<file path="config.mk">
export PLATFORM = sky130hd
export DESIGN_NAME = cache_arbiter_flat
export DESIGN_NICKNAME = d
export VERILOG_FILES = /design/src/rtl/lc3b_types.sv /design/src/rtl/cache_arbiter_if.sv /design/src/rtl/cache_arbiter.sv /design/src/flat_wrapper.sv
export SDC_FILE = /design/constraint.sdc
export NUM_CORES = 1
export LEC_CHECK = 0
export CAP_MARGIN = 20
export CORE_AREA = 2 2 268 270
export DETAILED_ROUTE_END_ITERATION = 7
export DIE_AREA = 0 0 270 272
export GPL_TIMING_DRIVEN = 0
export SLEW_MARGIN = 20
export SYNTH_ARGS = -nofsm -noshare
export SYNTH_HDL_FRONTEND = slang
export SYNTH_SLANG_ARGS = --single-unit
</file>
<file path="constraint.sdc">
create_clock -name clk -period 1.9 [get_ports clk]
set_input_delay 0.285 -clock clk [delete_from_list [all_inputs] [get_ports clk]]
set_output_delay 0.285 -clock clk [all_outputs]
set_load 0.005 [all_outputs]
</file>
<file path="src/rtl/lc3b_types.sv">
// rtl/lc3b_types.sv - shared LC-3b word and cache-block types
package lc3b_types;
  typedef logic [15:0]  lc3b_word;
  typedef logic [127:0] lc3b_block;
endpackage

</file>
<file path="src/rtl/cache_arbiter_if.sv">
// rtl/cache_arbiter_if.sv - I-cache, D-cache and downstream memory bundle for cache_arbiter
interface cache_arbiter_if;
  import lc3b_types::*;

  // instruction-cache side
  logic      i_pmem_read;
  lc3b_word  i_pmem_address;
  logic      i_pmem_resp;
  lc3b_block i_pmem_rdata;

  // data-cache side
  logic      d_pmem_read;
  logic      d_pmem_write;
  lc3b_word  d_pmem_address;
  lc3b_block d_pmem_wdata;
  logic      d_pmem_resp;
  lc3b_block d_pmem_rdata;

  // shared downstream memory port
  logic      pmem_read;
  logic      pmem_write;
  lc3b_word  pmem_address;
  lc3b_block pmem_wdata;
  logic      pmem_resp;
  lc3b_block pmem_rdata;

  // arbiter view
  modport master (
    input  i_pmem_read, i_pmem_address,
    output i_pmem_resp, i_pmem_rdata,
    input  d_pmem_read, d_pmem_write, d_pmem_address, d_pmem_wdata,
    output d_pmem_resp, d_pmem_rdata,
    output pmem_read, pmem_write, pmem_address, pmem_wdata,
    input  pmem_resp, pmem_rdata
  );

  // caches and memory view
  modport slave (
    output i_pmem_read, i_pmem_address,
    input  i_pmem_resp, i_pmem_rdata,
    output d_pmem_read, d_pmem_write, d_pmem_address, d_pmem_wdata,
    input  d_pmem_resp, d_pmem_rdata,
    input  pmem_read, pmem_write, pmem_address, pmem_wdata,
    output pmem_resp, pmem_rdata
  );
endinterface

</file>
<file path="src/rtl/cache_arbiter.sv">
// rtl/cache_arbiter.sv - I/D cache arbiter onto one memory port; CACHE_ARBITER_RR_EN enables round-robin ties
module cache_arbiter
  import lc3b_types::*;
(
  input  logic           clk,
  input  logic           reset,
  cache_arbiter_if.master bus
);

  typedef enum logic [1:0] {
    s_idle   = 2'd0,
    s_ifetch = 2'd1,
    s_data   = 2'd2,
    s_done   = 2'd3
  } state_t;

  state_t state;
  state_t next_state;
  logic   i_req;
  logic   d_req;
  logic   pick_data;

  assign i_req = bus.i_pmem_read;
  assign d_req = bus.d_pmem_read | bus.d_pmem_write;

`ifdef CACHE_ARBITER_RR_EN
  // 1 = data cache took the previous grant; reset clears it so the first tie goes to data
  logic last_grant;

  assign pick_data = d_req & (~i_req | ~last_grant);

  // remember who was granted on every transition out of s_idle
  always_ff @(posedge clk) begin
    if (reset) begin
      last_grant <= 1'b0;
    end else if (state == s_idle && next_state == s_data) begin
      last_grant <= 1'b1;
    end else if (state == s_idle && next_state == s_ifetch) begin
      last_grant <= 1'b0;
    end
  end
`else
  assign pick_data = d_req;
`endif

  // read data is broadcast; only the resp strobe tells a cache it is the owner
  assign bus.i_pmem_rdata = bus.pmem_rdata;
  assign bus.d_pmem_rdata = bus.pmem_rdata;

  // state register
  always_ff @(posedge clk) begin
    if (reset) begin
      state <= s_idle;
    end else begin
      state <= next_state;
    end
  end

  // next-state and downstream/response muxing
  always_comb begin
    next_state       = state;
    bus.pmem_read    = 1'b0;
    bus.pmem_write   = 1'b0;
    bus.pmem_address = '0;
    bus.pmem_wdata   = '0;
    bus.i_pmem_resp  = 1'b0;
    bus.d_pmem_resp  = 1'b0;
    case (state)
      s_idle: begin
        if (pick_data) begin
          next_state = s_data;
        end else if (i_req) begin
          next_state = s_ifetch;
        end
      end
      s_ifetch: begin
        bus.pmem_read    = 1'b1;
        bus.pmem_address = bus.i_pmem_address;
        bus.i_pmem_resp  = bus.pmem_resp;
        if (bus.pmem_resp) begin
          next_state = s_done;
        end
      end
      s_data: begin
        bus.pmem_read    = bus.d_pmem_read;
        bus.pmem_write   = bus.d_pmem_write;
        bus.pmem_address = bus.d_pmem_address;
        bus.pmem_wdata   = bus.d_pmem_wdata;
        bus.d_pmem_resp  = bus.pmem_resp;
        if (bus.pmem_resp) begin
          next_state = s_done;
        end
      end
      s_done: begin
        // one dead cycle lets a cache drop its request before we look again
        next_state = s_idle;
      end
      default: begin
        next_state = s_idle;
      end
    endcase
  end

endmodule

</file>
<file path="src/flat_wrapper.sv">
// flat-port wrapper written by rule: the top's interface ports become plain ports
module cache_arbiter_flat import lc3b_types::*;
  (clk, reset, bus_i_pmem_read, bus_i_pmem_address, bus_i_pmem_resp, bus_i_pmem_rdata, bus_d_pmem_read, bus_d_pmem_write, bus_d_pmem_address, bus_d_pmem_wdata, bus_d_pmem_resp, bus_d_pmem_rdata, bus_pmem_read, bus_pmem_write, bus_pmem_address, bus_pmem_wdata, bus_pmem_resp, bus_pmem_rdata);
  cache_arbiter_if bus_i ();
  input  logic clk;
  input  logic reset;
  input wire logic [$bits(bus_i.i_pmem_read)-1:0] bus_i_pmem_read;
  input wire logic [$bits(bus_i.i_pmem_address)-1:0] bus_i_pmem_address;
  output wire logic [$bits(bus_i.i_pmem_resp)-1:0] bus_i_pmem_resp;
  output wire logic [$bits(bus_i.i_pmem_rdata)-1:0] bus_i_pmem_rdata;
  input wire logic [$bits(bus_i.d_pmem_read)-1:0] bus_d_pmem_read;
  input wire logic [$bits(bus_i.d_pmem_write)-1:0] bus_d_pmem_write;
  input wire logic [$bits(bus_i.d_pmem_address)-1:0] bus_d_pmem_address;
  input wire logic [$bits(bus_i.d_pmem_wdata)-1:0] bus_d_pmem_wdata;
  output wire logic [$bits(bus_i.d_pmem_resp)-1:0] bus_d_pmem_resp;
  output wire logic [$bits(bus_i.d_pmem_rdata)-1:0] bus_d_pmem_rdata;
  output wire logic [$bits(bus_i.pmem_read)-1:0] bus_pmem_read;
  output wire logic [$bits(bus_i.pmem_write)-1:0] bus_pmem_write;
  output wire logic [$bits(bus_i.pmem_address)-1:0] bus_pmem_address;
  output wire logic [$bits(bus_i.pmem_wdata)-1:0] bus_pmem_wdata;
  input wire logic [$bits(bus_i.pmem_resp)-1:0] bus_pmem_resp;
  input wire logic [$bits(bus_i.pmem_rdata)-1:0] bus_pmem_rdata;
  assign bus_i.i_pmem_read = bus_i_pmem_read;
  assign bus_i.i_pmem_address = bus_i_pmem_address;
  assign bus_i_pmem_resp = bus_i.i_pmem_resp;
  assign bus_i_pmem_rdata = bus_i.i_pmem_rdata;
  assign bus_i.d_pmem_read = bus_d_pmem_read;
  assign bus_i.d_pmem_write = bus_d_pmem_write;
  assign bus_i.d_pmem_address = bus_d_pmem_address;
  assign bus_i.d_pmem_wdata = bus_d_pmem_wdata;
  assign bus_d_pmem_resp = bus_i.d_pmem_resp;
  assign bus_d_pmem_rdata = bus_i.d_pmem_rdata;
  assign bus_pmem_read = bus_i.pmem_read;
  assign bus_pmem_write = bus_i.pmem_write;
  assign bus_pmem_address = bus_i.pmem_address;
  assign bus_pmem_wdata = bus_i.pmem_wdata;
  assign bus_i.pmem_resp = bus_pmem_resp;
  assign bus_i.pmem_rdata = bus_pmem_rdata;
  cache_arbiter u_core (.clk(clk), .reset(reset), .bus(bus_i));
endmodule
</file>
==> qor.txt <==
Status = complete, but fails checks
Violations in the final reports = setup timing
Height of the die = 272 um
Clock-pin slew of the registers on the worst-case setup and hold paths = 0.03 ns
Level count of the clock H-tree = 1
Final instance area = 11100 um2
Iter 0 DRT Violations = 64
Unrepaired setup endpoints after global routing = true
Sum of internal, switching and leakage power = 7.36 mW
Slowest cell on crit path = dfxtp_4
Headroom to the max-slew limit = 75.1%
Post-Place Setup Slack = -1.06 ns
Area delta synth->final = 244%
Quantity of I/O buffers inserted on ports = 569
Maximum clock path buffer count = 2
Final design utilization = 15.7%
Data required, critical path = 1.62 ns
Number of unique standard cell types used by synthesis = 18
Type of element launching the critical path = register
YS warnings = 0
RePlAce Congestion = 0.862
Post-Route Skew = 0.00126 ns
Total number of vias = 4988
Final max-slew violation count = 0
Post-route setup TNS = -0.351 ns
Highest ir drop seen on vdd = 0.000598 V
Post-detailed-placement cell area = 10100 um2
Total CTS buffers = 3
Fillcell total = 8020
Wire per inst = 15.3 um
Root buf cell = clkbuf_16
Pin count of the biggest net entering global routing = 11
CTS tree = built
Register bank with the most flops = u_core.state
Initial antenna violation count = 12
Crit Path Class = register to output pin
Post-synthesis cell count = 460
Final worst-path cycle share = 106%
Area of the mapped netlist = 3220 um2
Final critical path time including I/O delays and setup = 2.01 ns
Drt first pass iters = 4
Measured slew at the worst slew-check pin = 0.373 ns
Grt total ovfl = 0
Via count of the first global-routing pass = 5345
Post-DP HPWL = 27400 um
Post-detailed-route via-to-cell ratio = 2.48
Cell row count = 98
CP endpoint kind = output pin
Worst path bufs/invs = 6
Syn_nets = 758
Fraction of layout instances using a drive strength above 1 = 49.4%
Post-detailed-routing wire length = 30900 um
Wire length of the first global-routing pass = 40300 um
Remaining number of nets flagged by the antenna check after routing = 0
Static leakage power = 4.79 nW
Final hold vios = 0
Floorplan core area = 70800 um2
Class of the tightest hold or removal check = register to register
Number of violations of the max-capacitance limit = 0
Die Footprint = 73400 um2
Sequential share of the synthesized area = 1.24%
Effective utilization at floorplan = 4.56%
Arrival @ worst endpoint = 1.73 ns
Power density over cell area = 664 nW/um2
Die boundary width = 270 um
TritonCTS Sinks = 2
Layout net count = 1360
Yosys reg bits = 2
Top achievable clock speed = 496 MHz
Post-route setup slack = -0.114 ns
Number of flip-flops in the largest register = 2
Combined global-route utilization of all metal layers = 7.86%
DRC errors left = 0
Series of cell instances along the critical path = ha_4, clkbuf_16, buf_16, clkbuf_16, buf_8, buf_6, and2_4, buf_6
Synthesized area divided by synthesized cell count = 7.01 um2
Kind of cell adding the most delay to the critical path = buffers and inverters
Worst-Skew Late Latency = 0.22 ns
Max FO, Critical Path = 4
Setup-failing EPs final = 10
Top Registers = u_core.state: 2 flops
Number of top-level design ports = 698
Maximum single-stage delay on the critical path = 0.35 ns
## what timing repair did
item | in CTS | in global routing
resized for setup | 608 | 173
hold buffers | 0 | 0
gates cloned | 6 | 0
pin swaps | 2 | 6
setup endpoints to repair | 148 | 93
setup buffers | 21 | 7
## cells in the final DEF, fill, tap and decap left out, drive strengths merged
cell type	instances
clkdlybuf4s50	421
buf	373
and2	131
clkbuf	43
clkdlybuf4s15	28
nor2b	18
a22oi	16
dlygate4sd2	9
diode	5
ha	4
dlymetal6s2s	2
a21oi	2
inv	2
dfxtp	2
clkinvlp	1
nor4b	1
o21ai	1
nor3b	1
nor2	1
or4	1
or2	1
a2111oi	1
a211oi	1
## synth_stat cells (all sizes together)
cell     count  area (um2)
a21oi        2        10.0
or4          1        7.51
nor4b        1        15.0
o21ai        1        5.00
a22oi       16         120
a211oi       1        7.51
nor3b        1        7.51
a2111oi      1        8.76
or2          1        6.26
nor2         1        3.75
and2       131         820
nor2b       18         113
ha           4        50.1
clkbuf      18        67.6
dfxtp        2        40.0
inv          3        11.3
buf        258        1930
## stage by stage
step	hold slack, ns	instances
3_5_place_dp	0.500	1980
2_1_floorplan	0.354	460
5_1_grt	0.573	2011
3_3_place_gp	0.498	1979
4_1_cts	0.538	2009
6_report	0.551	2015
## cells by family (layout without fill, tap and decap cells)
kind of cell	Yosys count	after routing	share of synthesized area, %
DFF	2	2	1.24
AOI/OAI and AO/OA	21	21	4.70
buffers and inverters	279	879	62.4
and+or+nand+nor	154	154	30.2
other	0	5	0
adders and majority gates	4	4	1.55
## worst reg2reg max path: cells and delay by family, from the launching register on
family	cells	cell delay, ns
AOI/OAI and AO/OA	1	0.15
adders and majority gates	1	0.22
buffers and inverters	4	0.42
DFF	1	0.32
and+or+nand+nor	2	0.59
## worst paths after layout
path	slack [ns]	to	from	cells past startpoint
worst max-delay path	-0.11	bus_pmem_wdata[8]	u_core.state[1]	8
worst min-delay path	0.55	u_core.state[1]	u_core.state[1]	2
worst max register to register	0.12	u_core.state[1]	u_core.state[0]	8
worst min register to register	0.55	u_core.state[1]	u_core.state[1]	2
## where the power goes
group | switching (mW) | internal [mW]
Combinational | 2.55 | 4.40
Sequential | 0.0235 | 0.0700
Clock | 0.0473 | 0.268
Total | 2.62 | 4.74
## layout make-up
cell class / count / area [um2] / share of cell area, %
timing repair buffer: 602 / 6000 / 54.1
buffer: 271 / 2230 / 20.1
multi-input combinational: 179 / 1530 / 13.8
tap: 950 / 1190 / 10.7
clock buffer: 3 / 75.1 / 0.677
sequential: 2 / 45.0 / 0.406
inverter: 3 / 15.0 / 0.135
antenna: 5 / 12.5 / 0.113
## per-layer routing
layer  global-route usage [%]  wire length (um)  share of wire [%]
met1                     9.39             12700                 41
met2                     13.5             14600                 47
met3                     2.66              2820                9.1
met4                     1.90               705                2.3
met5                        0                82               0.27
Power figures use the tool's default switching activity.
